==> config.mk <==
export PLATFORM = sky130hd
export DESIGN_NAME = tdm_demux8
export DESIGN_NICKNAME = d
export VERILOG_FILES = /design/src/rtl/tdm_demux8.sv
export SDC_FILE = /design/constraint.sdc
export NUM_CORES = 1
export LEC_CHECK = 0
export ABC_AREA = 1
export CORE_MARGIN = 2
export CORE_UTILIZATION = 25
export CTS_CLUSTER_DIAMETER = 120
export DETAILED_ROUTE_END_ITERATION = 7
export GPL_ROUTABILITY_DRIVEN = 0
export GPL_TIMING_DRIVEN = 1
export PLACE_DENSITY = 0.52
export SETUP_SLACK_MARGIN = 0.02
export SKIP_LAST_GASP = 1
export SLEW_MARGIN = 25
export SYNTH_ARGS = -nofsm -noshare
export SYNTH_HDL_FRONTEND = slang
export SYNTH_SLANG_ARGS = --single-unit
export TNS_END_PERCENT = 5
==> constraint.sdc <==
create_clock -name clk -period 1.7 [get_ports clk]
set_clock_uncertainty 0.2 [all_clocks]
set_input_delay 0.34 -clock clk [delete_from_list [all_inputs] [get_ports clk]]
set_output_delay 0.34 -clock clk [all_outputs]
set_load 0.1 [all_outputs]
==> src/rtl/tdm_demux8.sv <==
// tdm_demux8: time-division 1-to-N demux, serial slot stream to parallel frame word
module tdm_demux8 #(
    parameter int W    = 1,
    parameter int N_CH = 8
) (
    input  logic              clk,
    input  logic              rst,
    input  logic [W-1:0]      din,
    input  logic              din_valid,
    input  logic              sof,
    output logic [N_CH*W-1:0] dout,
    output logic              dout_valid,
    output logic [N_CH-1:0]   slot_en,
    output logic              frame_err,
    output logic              busy
);
    localparam int SEL_W = $clog2(N_CH);
    typedef enum logic {IDLE, COLLECT} state_t;
    state_t                   state, state_nx;
    logic [SEL_W-1:0]         slot;
    logic [(N_CH-1)*W-1:0]    shadow;
    logic                     acc_sof, collecting, last;
    assign acc_sof    = din_valid & sof;
    assign collecting = state == COLLECT;
    assign last       = collecting & din_valid & ~sof & (slot == SEL_W'(N_CH - 1));
    always_ff @(posedge clk or posedge rst) begin
        if (rst) state <= IDLE;
        else     state <= state_nx;
    end
    always_comb begin
        state_nx = acc_sof ? COLLECT : last ? IDLE : state;
    end
    always_comb begin
        busy    = collecting;
        slot_en = (acc_sof | (collecting & din_valid)) ?
                  {{(N_CH-1){1'b0}}, 1'b1} << (acc_sof ? SEL_W'(0) : slot) : '0;
    end
    // The last slot goes straight into dout, so shadow only holds slots 0..N_CH-2
    always_ff @(posedge clk or posedge rst) begin
        if (rst) begin
            slot       <= '0;
            shadow     <= '0;
            dout       <= '0;
            dout_valid <= 1'b0;
            frame_err  <= 1'b0;
        end else begin
            slot       <= acc_sof ? SEL_W'(1) : last ? '0 :
                          (collecting & din_valid) ? SEL_W'(slot + 1'b1) : slot;
            for (int k = 0; k < N_CH - 1; k++)
                if (slot_en[k]) shadow[k*W +: W] <= din;
            dout       <= last ? {din, shadow} : dout;
            dout_valid <= last;
            frame_err  <= acc_sof & collecting;
        end
    end
endmodule

==> impl_metrics.json <==
{
  "hold_viol_final": 0,
  "synth_edf_count": 0,
  "clock_latency_ps": 260,
  "critPathKind": "flop to output pin",
  "netlist-cell-type-count": 18,
  "synth_area_um2": 972,
  "viasPerCell": 4.19,
  "synth-seq-cells": 21,
  "drive_above_1_share_pct": 45.6,
  "grt_antenna_before_repair": 0,
  "rows": 22,
  "avgSynthCellArea_um2": 8.45,
  "initial_core_util_pct": 26.4,
  "final_cells": 208,
  "dieWidth_um": 66.4,
  "total_power_uw": 1640,
  "drt_pass1_iterations": 4,
  "cts_root_buffer": "clkbuf_8",
  "n_antenna_cell": 0,
  "yosys.area.top_type": "dfrtp_1",
  "hold_path_class": "primary input to asynchronous set/reset pin",
  "fin_area_mm2": 0.00174,
  "path_max_fanout": 4,
  "clockBufferDepth": 2,
  "cap_violations": 0,
  "core-area_mm2": 0.00369,
  "min_period_over_period_pct": 110,
  "grt_setup_unrepaired": "yes",
  "synth_common_cells": "nand2_1 (48), dfrtp_1 (21), inv_1 (12)",
  "setup-tns-final_ps": -1500,
  "leakage_uw": 0.000851,
  "dieArea_mm2": 0.00440,
  "relSlewSlack_pct": 80.6,
  "finalSetupViolations": 17,
  "min_period_ps": 1870,
  "drv_slew": 0,
  "cts_sinks": 21,
  "worstMarginPinSlew_ps": 290,
  "cp.arrival_ps": 1330,
  "routed_wl_um": 2290,
  "powerDensity_mw_per_mm2": 946,
  "fin_ws_ps": -168,
  "cts_made_buffers": 3,
  "ys_warn_count": 0,
  "drt-initial-drc-count": 23,
  "ys_top_cells_by_area": "dfrtp_1 (54%), nand2_1 (19%), inv_1 (4.6%)",
  "grt_max_degree": 17,
  "yosysMostFrequentCell": "nand2_1",
  "dp_cells": 197,
  "fmax_mhz": 535,
  "status": "finished with violations",
  "routedWlPerCell_um": 11.0,
  "tritoncts": "done",
  "start_kind": "flop",
  "cp-end-kind": "output pin",
  "grt_usage_pct": 11.8,
  "synth_top_area_share_pct": 54.1,
  "portBuffers": 23,
  "cts_hold_buf": 0,
  "violations": "negative setup slack",
  "place_area_mm2": 0.00160,
  "grt_pass1_vias": 891,
  "drc_errors": 0,
  "cts.clk_slew.worst_paths_ps": 80,
  "synth_nets": 122,
  "area_growth_pct": 78.6,
  "fillers": 359,
  "nets": 168,
  "vias": 872,
  "cts_max_level": 1,
  "gr-total-overflow": 0,
  "peakVddDrop_v": 0.000385,
  "drtAntennaViolNets": 0,
  "dpl.hpwl_um": 1760,
  "synthArstFlopShare_pct": 100,
  "pin_count": 24,
  "synth-seq-area-share_pct": 54.1,
  "grt_pass1_wl_um": 3900,
  "crit_required_ps": 1160,
  "die_y_um": 66.4,
  "syn_inst": 115,
  "ys.flop_type": "dfrtp_1"
}
==> logic make-up (layout without fill, tap and decap cells) <==
group                    Yosys count  after routing  share of synthesized area [%]
AO/OA/AOI/OAI                      8              8                           4.50
adder cells (fa/ha/maj)            2              2                           2.57
buffers and inverters             15             60                           7.21
flip-flops                        21             21                           54.1
AND/OR/NAND/NOR                   69             69                           31.7
==> through the flow <==
stage,setup WS [ps],hold WS [ps],util (%)
6_report,-168,98.1,47.1
5_1_grt,-234,137,47.1
4_1_cts,-184,109,46.6
3_5_place_dp,-493,253,43.3
3_3_place_gp,-518,249,43.3
2_1_floorplan,-342,117,-
==> sequential cells by signal (all words and copies together), names as in the netlist <==
| register | flops |
|---|---|
| busy | 1 |
| dout | 8 |
| dout_valid | 1 |
| frame_err | 1 |
| shadow | 7 |
| slot | 3 |
==> report_power, final <==
group          switching [uW]  internal (uW)
Sequential               71.4            593
Clock                     165            163
Combinational             400            252
Total                     636           1010
==> worst paths after layout <==
path / endpoint / startpoint / cells past startpoint / slack (ps)
setup / recovery: slot_en[7] / busy$_DFFE_PP0P_ / 4 / -170
min in group clk: dout[2]$_DFFE_PP0P_ / shadow[2]$_DFFE_PP0P_ / 2 / 270
hold reg to reg: dout[2]$_DFFE_PP0P_ / shadow[2]$_DFFE_PP0P_ / 2 / 270
setup reg to reg: dout[7]$_DFFE_PP0P_ / slot[1]$_DFFE_PP0P_ / 7 / -50
max in group asynchronous: shadow[6]$_DFFE_PP0P_ / rst / 3 / 710
hold / removal: busy$_DFFE_PP0P_ / rst / 2 / 100
==> layout make-up <==
class | instances | area (um2) | share of cell area, %
repair buffers | 43 | 579 | 33.4
inverters | 13 | 68.8 | 3.96
flip-flops and latches | 21 | 532 | 30.6
well taps | 48 | 60.1 | 3.46
clock buffers | 3 | 41.3 | 2.38
clock inverters | 1 | 5.00 | 0.288
multi-input cells | 79 | 450 | 25.9
==> metal layers <==
| layer | GRT usage [%] | part of all wire, % | vias up |
|---|---|---|---|
| met2 | 21.1 | 52 | 17 |
| li1 | - | - | 449 |
| met1 | 13.8 | 42 | 402 |
| met4 | 5.36 | 1.9 | 0 |
| met3 | 1.53 | 4.0 | 4 |
| met5 | 0 | 0 | - |
==> critical path, cell delays in order (launching register included) <==
cell	delay, ps
dfrtp_4	440
nand2_4	60
buf_4	160
nor3_4	200
buf_12	200
==> timing repair <==
| item | 4_1_cts | 5_1_grt |
|---|---|---|
| pin swaps | 9 | 3 |
| setup buffers | 5 | 2 |
| gates resized for setup | 17 | 2 |
| setup endpoints to repair | 9 | 19 |
==> layout by cell type, fill, tap and decap left out, types with 3 or more instances in the layout <==
cell type,instances
inv_1,6
nor2_4,5
nand2_2,6
clkinvlp_4,4
buf_4,18
o21ai_0,7
clkbuf_8,3
dfrtp_1,18
nand3_2,4
nand2_1,43
buf_12,19
nand3_1,5
Note: power is estimated with default switching activity, not from simulation.
